### src/rtl/tick_gen.sv
// tick_gen: programmable clock-enable generator, continuous or burst.
// Optional EXT_TRIG start input enabled by defining TICK_GEN_EXTTRIG_EN.
`timescale 1ns/1ps
module tick_gen #(
  parameter int DIV_WIDTH = 8,
  parameter int CNT_WIDTH = 8,
  parameter logic [DIV_WIDTH-1:0] DEFAULT_DIV = '0
) (
  input  logic                 CLK,
  input  logic                 RST,
  input  logic [DIV_WIDTH-1:0] DIV,
  input  logic                 LOAD,
  input  logic [CNT_WIDTH-1:0] NPULSE,
  input  logic                 MODE,
  input  logic                 START,
  input  logic                 STOP,
  input  logic                 PAUSE,
`ifdef TICK_GEN_EXTTRIG_EN
  input  logic                 EXT_TRIG,
`endif
  output logic                 CE,
  output logic                 BUSY,
  output logic                 DONE
);

  typedef enum logic {IDLE, RUN} state_t;

  state_t               state;
  logic [DIV_WIDTH-1:0] div_r;
  logic [DIV_WIDTH-1:0] pc;
  logic [CNT_WIDTH-1:0] left;
  logic                 mode_r;
  logic [DIV_WIDTH-1:0] rv;
  logic                 start_i;

  // A coincident LOAD wins over the stored divisor for this reload.
  assign rv = LOAD ? DIV : div_r;

`ifdef TICK_GEN_EXTTRIG_EN
  logic s1, s2, s3;

  // Two-flop synchroniser plus a history flop for rising-edge detect.
  always_ff @(posedge CLK or posedge RST) begin
    if (RST) begin
      s1 <= 1'b0;
      s2 <= 1'b0;
      s3 <= 1'b0;
    end else begin
      s1 <= EXT_TRIG;
      s2 <= s1;
      s3 <= s2;
    end
  end

  assign start_i = START | (s2 & ~s3);
`else
  assign start_i = START;
`endif

  assign BUSY = (state == RUN);

  // Prescaler, burst counter and registered CE/DONE pulses.
  always_ff @(posedge CLK or posedge RST) begin
    if (RST) begin
      state  <= IDLE;
      CE     <= 1'b0;
      DONE   <= 1'b0;
      div_r  <= DEFAULT_DIV;
      pc     <= '0;
      left   <= '0;
      mode_r <= 1'b0;
    end else begin
      CE   <= 1'b0;
      DONE <= 1'b0;
      if (LOAD)
        div_r <= DIV;
      case (state)
        IDLE: begin
          if (start_i && !STOP) begin
            if (!MODE) begin
              pc     <= rv;
              mode_r <= 1'b0;
              state  <= RUN;
            end else if (NPULSE != '0) begin
              pc     <= rv;
              left   <= NPULSE;
              mode_r <= 1'b1;
              state  <= RUN;
            end else begin
              DONE <= 1'b1;
            end
          end
        end
        RUN: begin
          if (STOP) begin
            state <= IDLE;
          end else if (PAUSE) begin
            pc <= pc;
          end else if (pc != '0) begin
            pc <= pc - 1'b1;
          end else begin
            CE <= 1'b1;
            pc <= rv;
            if (mode_r) begin
              left <= left - 1'b1;
              if (left == CNT_WIDTH'(1)) begin
                DONE  <= 1'b1;
                state <= IDLE;
              end
            end
          end
        end
        default: state <= IDLE;
      endcase
    end
  end

endmodule

### config.mk
export PLATFORM = sky130hd
export DESIGN_NAME = tick_gen
export DESIGN_NICKNAME = d
export VERILOG_FILES = /design/src/rtl/tick_gen.sv
export SDC_FILE = /design/constraint.sdc
export NUM_CORES = 1
export LEC_CHECK = 0
export CORE_UTILIZATION = 25
export CTS_CLUSTER_DIAMETER = 30
export DETAILED_ROUTE_END_ITERATION = 16
export PLACE_DENSITY = 0.42
export REMOVE_ABC_BUFFERS = 1
export SYNTH_ARGS = -nofsm -noshare
export SYNTH_HDL_FRONTEND = slang
export SYNTH_SLANG_ARGS = --single-unit
### constraint.sdc
create_clock -name CLK -period 6.55 [get_ports CLK]
set_input_delay 1.31 -clock CLK [delete_from_list [all_inputs] [get_ports CLK]]
set_output_delay 1.31 -clock CLK [all_outputs]
set_load 0.03 [all_outputs]
== Word-level counts from Yosys, hierarchy flattened ==
Index checks and enable logic that the tools add are counted.
Cells by class
  reduce and logical (&&, ||, !) cells: 7
  eq/ne operators: 10
  bitwise gates (word level): 1
  add/sub/neg operators: 2
  multiplexer cells: 40
Operators by type and width (number)
  2-to-1 mux 8 bit: 14
  case mux 8 bit (2 select lines): 2
  2-to-1 mux 1 bit: 22
  nonzero test 8 bit: 2
  subtractor 8 x 1 -> 8 bit, second input constant: 2
  inequality test 2 bit, second input constant: 6
  equality test 8 x 1 -> 1 bit, second input constant: 1
  AND reduction 7 bit: 1
  inequality test 2 x 1 -> 1 bit, second input constant: 2
  case mux 1 bit (2 select lines): 2
  AND reduction 4 bit: 1
  inequality test 3 bit, second input constant: 1
  AND reduction 3 bit: 1
  logical AND 1 bit: 1
  logical NOT 1 bit: 1
  inverter 1 bit: 1
Word-level totals
  output and inout port bits: 3
  register bits after elaboration: 28
  logic and storage cells: 67
  input port bits: 23

== Logic depth before layout (Yosys ltp) ==
Gate-level depths: netlist (run 1).
  word-level depth: 7
  gate-level depth with buffers: 9
  mapped depth without buffers: 6

== Least setup slack after synthesis (run 1) ==
OpenSTA, ideal clock, no wires.
  path kind: input -> register
  from: in STOP
  to: reg left[0]
  setup slack: 3.451 ns
  arrival time: 2.975 ns
  stages: 6
  setup time: 0.124 ns
  cell sequence: or3b_2 > or4_4 > buf_6 > and2_4 > buf_6 > a211o_1
Between the ends
  word-level cells in the longest chain between the ends: 4
  elaborated cells on any way between the ends: 5
  classes of those cells: eq/ne: 2; reduce/logical: 3
RTL lines
  start, declared: RTL line 16  | input logic STOP,
  logical NOT 1 bit: RTL line 79  | if (start_i && !STOP) begin
  logical AND 1 bit: RTL line 79
  inequality test 2 bit (no source line)
  AND reduction 7 bit (no source line) (*)
  end signal, assigned: RTL line 105  | left <= left - 1'b1;
  end, declared: RTL line 31  | logic [CNT_WIDTH-1:0] left;
Mark *: on every way between the ends. The rest lies on a longest branch, timed or not.
A chain may end at the register's enable or synchronous reset.

== Worst setup path in the final report (run 1) ==
  from: in START
  to: reg pc[0]
Between the ends
  word-level cells in the longest chain between the ends: 3
RTL lines
  start, declared: RTL line 15  | input logic START,
  logical AND 1 bit: RTL line 79
  inequality test 2 bit (no source line)
  AND reduction 4 bit (no source line)
  end signal, assigned: RTL line 81  | pc <= rv;
  end signal, assigned: RTL line 85  | pc <= rv;
  end signal, assigned: RTL line 98  | pc <= pc;
  end, declared: RTL line 30  | logic [DIV_WIDTH-1:0] pc;
No other way between the ends.

==> results of run 1 <==
kinds of logic (layout without fill, tap and decap cells):
family                     after synthesis  count (layout)  share of synthesized area
and+or+nand+nor                         52              52                      0.192
adders and majority gates                4               4                     0.0300
DFF                                     28              28                      0.420
buffers and inverters                   27              43                     0.0728
muxes                                   11              11                     0.0713
AOI/OAI and AO/OA                       50              50                      0.213
final cells by class:
class                   count  share of cell area
flip-flops and latches     28               0.348
clock inverters             1              0.0149
inverters                  14              0.0261
repair buffers             25               0.124
multi-input cells         117               0.419
clock buffers               3              0.0205
well taps                  77              0.0478
state kept, by name (all words and copies together), names as in the netlist:
signal / flops
div_r: 8
BUSY: 1
CE: 1
pc: 8
DONE: 1
left: 8
mode_r: 1
synthesized netlist by cell type:
cell        n
a211o_1     6
a211oi_1    1
a21oi_1     8
a22o_1      1
a22oi_1     8
a31oi_1     1
and2_4      1
and3b_1     1
and4b_1     1
buf_1       1
buf_2       1
buf_4       1
buf_6       2
clkbuf_1    8
dfrtp_1    28
ha_1        4
inv_1      14
mux2_2      7
mux2i_1     4
nand2_1     4
nand2b_1    5
nand3_1     5
nand4b_1    2
nor2_1      7
nor3_1      7
nor3b_1     3
nor4_1      4
o211ai_1    3
o21a_1      1
o21ai_0     6
o22a_1      2
o22ai_1     6
o2bb2ai_1   4
o311a_1     3
or2_2       1
or3_1       5
or3b_2      3
or4_4       1
or4b_1      1
or4b_2      1
power groups by stage:
stage,Clock [uW],Sequential [uW],Combinational (uW)
3_5_place_dp,0,239,119
5_1_grt,153,240,135
4_1_cts,147,235,119
3_3_place_gp,0,238,116
2_1_floorplan,0,230,80.6
6_report,141,236,118
through the flow:
stage / hold slack (ns) / instances / power (uW) / setup slack [ns] / area, sq um
floorplan: 0.458 / 159 / 311 / 3.50 / 1600
global placement: 0.475 / 261 / 354 / 2.73 / 1940
detailed placement: 0.482 / 261 / 358 / 2.66 / 1940
CTS: 0.507 / 265 / 502 / 2.97 / 2020
global route: 0.529 / 265 / 528 / 2.81 / 2020
finish: 0.505 / 265 / 496 / 2.95 / 2020
worst reg2reg max path: cells and delay by family (launching register included):
kind               cells  cell delay, ns
AOI/OAI and AO/OA      2            1.26
and+or+nand+nor        2            0.85
DFF                    1            0.71
how the worst max path moves through the flow:
stage,startpoint,to
2_1_floorplan,STOP,pc[0]
3_3_place_gp,START,pc[0]
3_5_place_dp,START,pc[0]
4_1_cts,START,pc[0]
5_1_grt,START,pc[0]
6_report,START,pc[0]
per-layer routing:
metal / track usage / vias up
met3: 0.00890 / 4
met1: 0.186 / 699
met4: 0.0416 / 0
li1: - / 677
met2: 0.196 / 43
met5: 0 / -
==> impl_metrics.py, run 1 <==
metrics = {
    "grt": {
        "track_usage": 0.126,
        "grt_pass1_vias": 1369,
        "grt_max_degree": 30,
        "antenna_found_initial": 0,
        "grt_pass1_wl_mm": 7.16,
        "grt_overflow": 0,
    },
    "power_and_ir_drop": {
        "p_comb_frac": 0.239,
        "power_density_nw_per_um2": 246,
        "p_sw_uw": 153,
        "sequentialPowerShare": 0.476,
        "clkPwrFrac": 0.285,
        "p_sw_frac": 0.309,
        "p_int_uw": 342,
        "irDropWorstVdd_uv": 76.3,
        "leakagePower_uw": 0.000803,
    },
    "layout": {
        "final_core_util": 0.316,
        "drive_above_1_share": 0.0957,
        "final_common_cell": "dfrtp_1",
        "nNetsFinal": 216,
        "syn_to_final_growth_pct": 20.9,
        "multi_input_area_sq_um": 845,
        "ff_latch_area_sq_um": 701,
        "layout_common_cells": "dfrtp_1, clkdlybuf4s50_1, inv_1",
        "antennaDiodeCount": 0,
        "fill_cells": 696,
    },
    "routing": {
        "wl_met3_um": 171,
        "drtIter0Drc": 112,
        "ant_nets": 0,
        "top_layer_used": "met4",
        "dr.pass1.iters": 4,
        "wl_per_cell_um": 16.1,
        "wl_mm": 4.27,
        "vias": 1423,
        "dr_wl_met2_mm": 1.99,
        "drc": 0,
        "wl_met1_mm": 2.06,
        "viasPerCell": 5.37,
    },
    "timing": {
        "slew_headroom": 0.273,
        "setup_viol": 0,
        "rsz0062_at_grt": "false",
        "skew_ns": 0.00592,
        "finalCritPeriodShare": 0.550,
        "worst_slew_pin_slew_ns": 1.08,
        "period_needed_ns": 3.60,
        "setup_tns_ns": 0,
        "slew_violations": 0,
        "hold_viol_final": 0,
        "clock.fmax_mhz": 277,
    },
    "setup_path": {
        "crit_arrival_ns": 3.78,
        "worstSetupStartpointType": "primary input",
        "worst_setup_path_end_kind": "flip-flop",
        "cp_num_buf_inv": 1,
        "slowest_delay_ns": 0.86,
        "crit_chain": "clkdlybuf4s50_1 > or3b_2 > o21ai_0 > nor2_1 > o311a_1",
        "cp.depth": 5,
        "r2r_start": "BUSY",
        "r2r_end": "pc[0]",
        "ff2ff_setup_slack_ns": 3.62,
        "slowest_stage": "o21ai_0",
        "crit_type": "in2reg",
        "reg2reg_depth": 4,
        "cp_max_fo": 11,
        "cp_top_family": "compound AO/OA/AOI/OAI gates",
        "worstPathRequired_ns": 6.72,
    },
    "floorplanning": {
        "fp.dieArea_sq_um": 7000,
        "die_w_um": 83.6,
        "rows": 29,
        "start_util": 0.261,
        "die_y_um": 83.6,
        "fp.coreArea_sq_um": 6390,
        "pin_count": 26,
    },
    "min_path": {
        "hp-class": "reg2reg",
        "whs_path_depth": 1,
        "holdPathEnd": "mode_r",
        "min_from": "mode_r",
    },
    "synthesis": {
        "syn_inst": 172,
        "ys_ff_latch": 28,
        "synthTopCellsByArea": "dfrtp_1, mux2_2, a22oi_1",
        "syn_avg_cell_area_sq_um": 9.69,
        "synth_cell_types": 40,
        "ys_seq_area_frac": 0.420,
        "synth_top_area_share": 0.420,
        "syn_area_sq_um": 1670,
        "yosysTopAreaCell": "dfrtp_1",
        "yosys_warnings": 0,
    },
    "clocking": {
        "clock-sinks": 28,
        "cts_resized": 0,
        "cts_buffer_depth": 2,
        "clkTransAtPathRegs_ns": 0.11,
        "cts_root_buf": "clkbuf_8",
        "postCtsHoldBufs": 0,
        "cts_buffers": 3,
        "clk_latency_ns": 0.28,
        "tritoncts": "done",
        "post_cts_buffers": 0,
        "cts_max_level": 1,
    },
    "run": {
        "max-cap-violations": 0,
    },
    "outcome": {
        "status": "complete, no violations",
    },
    "placed_design": {
        "gp_congestion": 0.840,
        "post-dp-hpwl_mm": 3.17,
        "port_buffers": 25,
    },
}
Power figures use the tool's default switching activity.
==> run 2, diff against run 1 <==
--- a/config.mk
+++ b/config.mk
@@ -8,7 +8,7 @@
 export CORE_UTILIZATION = 25
 export CTS_CLUSTER_DIAMETER = 30
 export DETAILED_ROUTE_END_ITERATION = 16
-export PLACE_DENSITY = 0.42
+export PLACE_DENSITY = 0.44
 export REMOVE_ABC_BUFFERS = 1
 export SYNTH_ARGS = -nofsm -noshare
 export SYNTH_HDL_FRONTEND = slang
==> constraint.sdc (replaced) <==
create_clock -name CLK -period 3 [get_ports CLK]
set_input_delay 0.6 -clock CLK [delete_from_list [all_inputs] [get_ports CLK]]
set_output_delay 0.6 -clock CLK [all_outputs]
set_load 0.03 [all_outputs]
==> run 2 against run 1 <==
  * Hold slack about the same
  * Global-route usage down 0.49 points
  * Die area unchanged
  * Sequential power up 120%
  * Setup slack worse by 2.5 ns
  * Critical path type unchanged
  * Largest power group unchanged
==> impl_metrics.py, run 2 (synthesized netlist as in run 1, its figures left out) <==
metrics = {
    "floorplanning": {
        "fp.coreArea_sq_um": 6390,
        "die_w_um": 83.6,
        "start_util": 0.261,
        "die_y_um": 83.6,
        "fp.dieArea_sq_um": 7000,
        "rows": 29,
        "pin_count": 26,
    },
    "min_path": {
        "min_from": "mode_r",
        "hp-class": "reg2reg",
        "whs_path_depth": 1,
        "holdPathEnd": "mode_r",
    },
    "power_and_ir_drop": {
        "irDropWorstVdd_uv": 193,
        "power_density_nw_per_um2": 521,
        "leakagePower_uw": 0.000832,
    },
    "routing": {
        "viasPerCell": 5.18,
        "drc": 0,
        "wl_per_cell_um": 15.1,
        "vias": 1404,
        "ant_nets": 0,
        "drtIter0Drc": 131,
        "wl_mm": 4.10,
        "dr.pass1.iters": 4,
    },
    "placed_design": {
        "post-dp-hpwl_mm": 3.18,
        "gp_congestion": 0.811,
        "port_buffers": 25,
    },
    "setup_path": {
        "worstPathRequired_ns": 3.16,
        "slowest_stage": "or4_4",
        "worst_setup_path_end_kind": "flip-flop",
        "slowest_delay_ns": 0.60,
        "ff2ff_setup_slack_ns": 0.69,
        "cp_num_buf_inv": 1,
        "r2r_start": "pc[0]",
        "reg2reg_depth": 6,
        "r2r_end": "left[7]",
        "crit_chain": "clkdlybuf4s50_1 > or3b_2 > or4_4 > and2_4 > a211o_1",
        "worstSetupStartpointType": "primary input",
        "cp_max_fo": 9,
        "crit_type": "in2reg",
        "cp_top_family": "simple AND/OR/NAND/NOR gates",
        "crit_arrival_ns": 2.70,
    },
    "clocking": {
        "tritoncts": "done",
        "cts_root_buf": "clkbuf_8",
        "clk_latency_ns": 0.27,
        "postCtsHoldBufs": 0,
        "clkTransAtPathRegs_ns": 0.09,
        "cts_resized": 0,
        "cts_buffer_depth": 2,
        "cts_max_level": 1,
        "post_cts_buffers": 0,
        "cts_buffers": 3,
        "clock-sinks": 28,
    },
    "timing": {
        "setup_viol": 0,
        "setup_tns_ns": 0,
        "clock.fmax_mhz": 394,
        "hold_viol_final": 0,
        "slew_headroom": 0.488,
        "finalCritPeriodShare": 0.845,
        "holdWs_ns": 0.505,
        "rsz0062_at_grt": "false",
        "slew_violations": 0,
        "skew_ns": 0.00447,
        "period_needed_ns": 2.54,
        "worst_slew_pin_slew_ns": 0.761,
    },
    "run": {
        "max-cap-violations": 0,
    },
    "layout": {
        "drive_above_1_share": 0.124,
        "syn_to_final_growth_pct": 23.6,
        "layout_common_cells": "dfrtp_1, clkdlybuf4s50_1, inv_1",
        "final_common_cell": "dfrtp_1",
        "reg.largest.list": "div_r (8), left (8), pc (8)",
        "antennaDiodeCount": 0,
        "nNetsFinal": 222,
    },
    "grt": {
        "grt_pass1_wl_mm": 6.99,
        "antenna_found_initial": 0,
        "grt_pass1_vias": 1412,
        "track_usage": 0.121,
        "grt_max_degree": 29,
        "grt_overflow": 0,
    },
    "outcome": {
        "status": "complete, no violations",
    },
}
-- run 2: cell count changes in the layout (fill, tap and decap cells not counted) --
cell / delta
buf_4: +6
-- run 2: worst max-delay path by stage --
stage / from / endpoint / slack, ns / cells past startpoint
after floorplan: BUSY / pc[0] / 0.46 / 4
after global placement: STOP / left[5] / 0.21 / 5
after detailed placement: STOP / left[6] / 0.18 / 5
after CTS: STOP / left[6] / 0.48 / 5
after global routing: STOP / left[7] / 0.44 / 5
final: STOP / left[7] / 0.46 / 5
-- run 2: cell type report --
class / count / area, sq um
fillers: 670 / 4330
multi-input cells: 117 / 845
flip-flops and latches: 28 / 701
repair buffers: 31 / 295
well taps: 77 / 96.3
inverters: 14 / 52.6
clock buffers: 3 / 41.3
clock inverters: 1 / 30.0
-- run 2: layer usage --
layer	share of wire	up-vias	wire length [um]	GRT usage
li1	-	684	-	-
met5	0	-	0	0
met3	0.053	2	219	0.0109
met2	0.47	39	1910	0.194
met4	0.0076	0	31	0.0324
met1	0.47	679	1940	0.175
-- run 2: through the flow --
stage	setup WS [ns]	util	area, sq um	total power (uW)	cells
6_report	0.465	0.323	2060	1070	271
5_1_grt	0.444	0.323	2060	1150	271
4_1_cts	0.477	0.323	2060	1090	271
3_5_place_dp	0.180	0.312	1990	786	267
3_3_place_gp	0.211	0.312	1990	777	267
2_1_floorplan	0.459	-	1600	678	159
-- run 2: where the power goes --
| group | internal [uW] | switching (uW) |
|---|---|---|
| logic | 130 | 140 |
| clock network | 179 | 118 |
| registers | 444 | 64.3 |
| total | 752 | 322 |
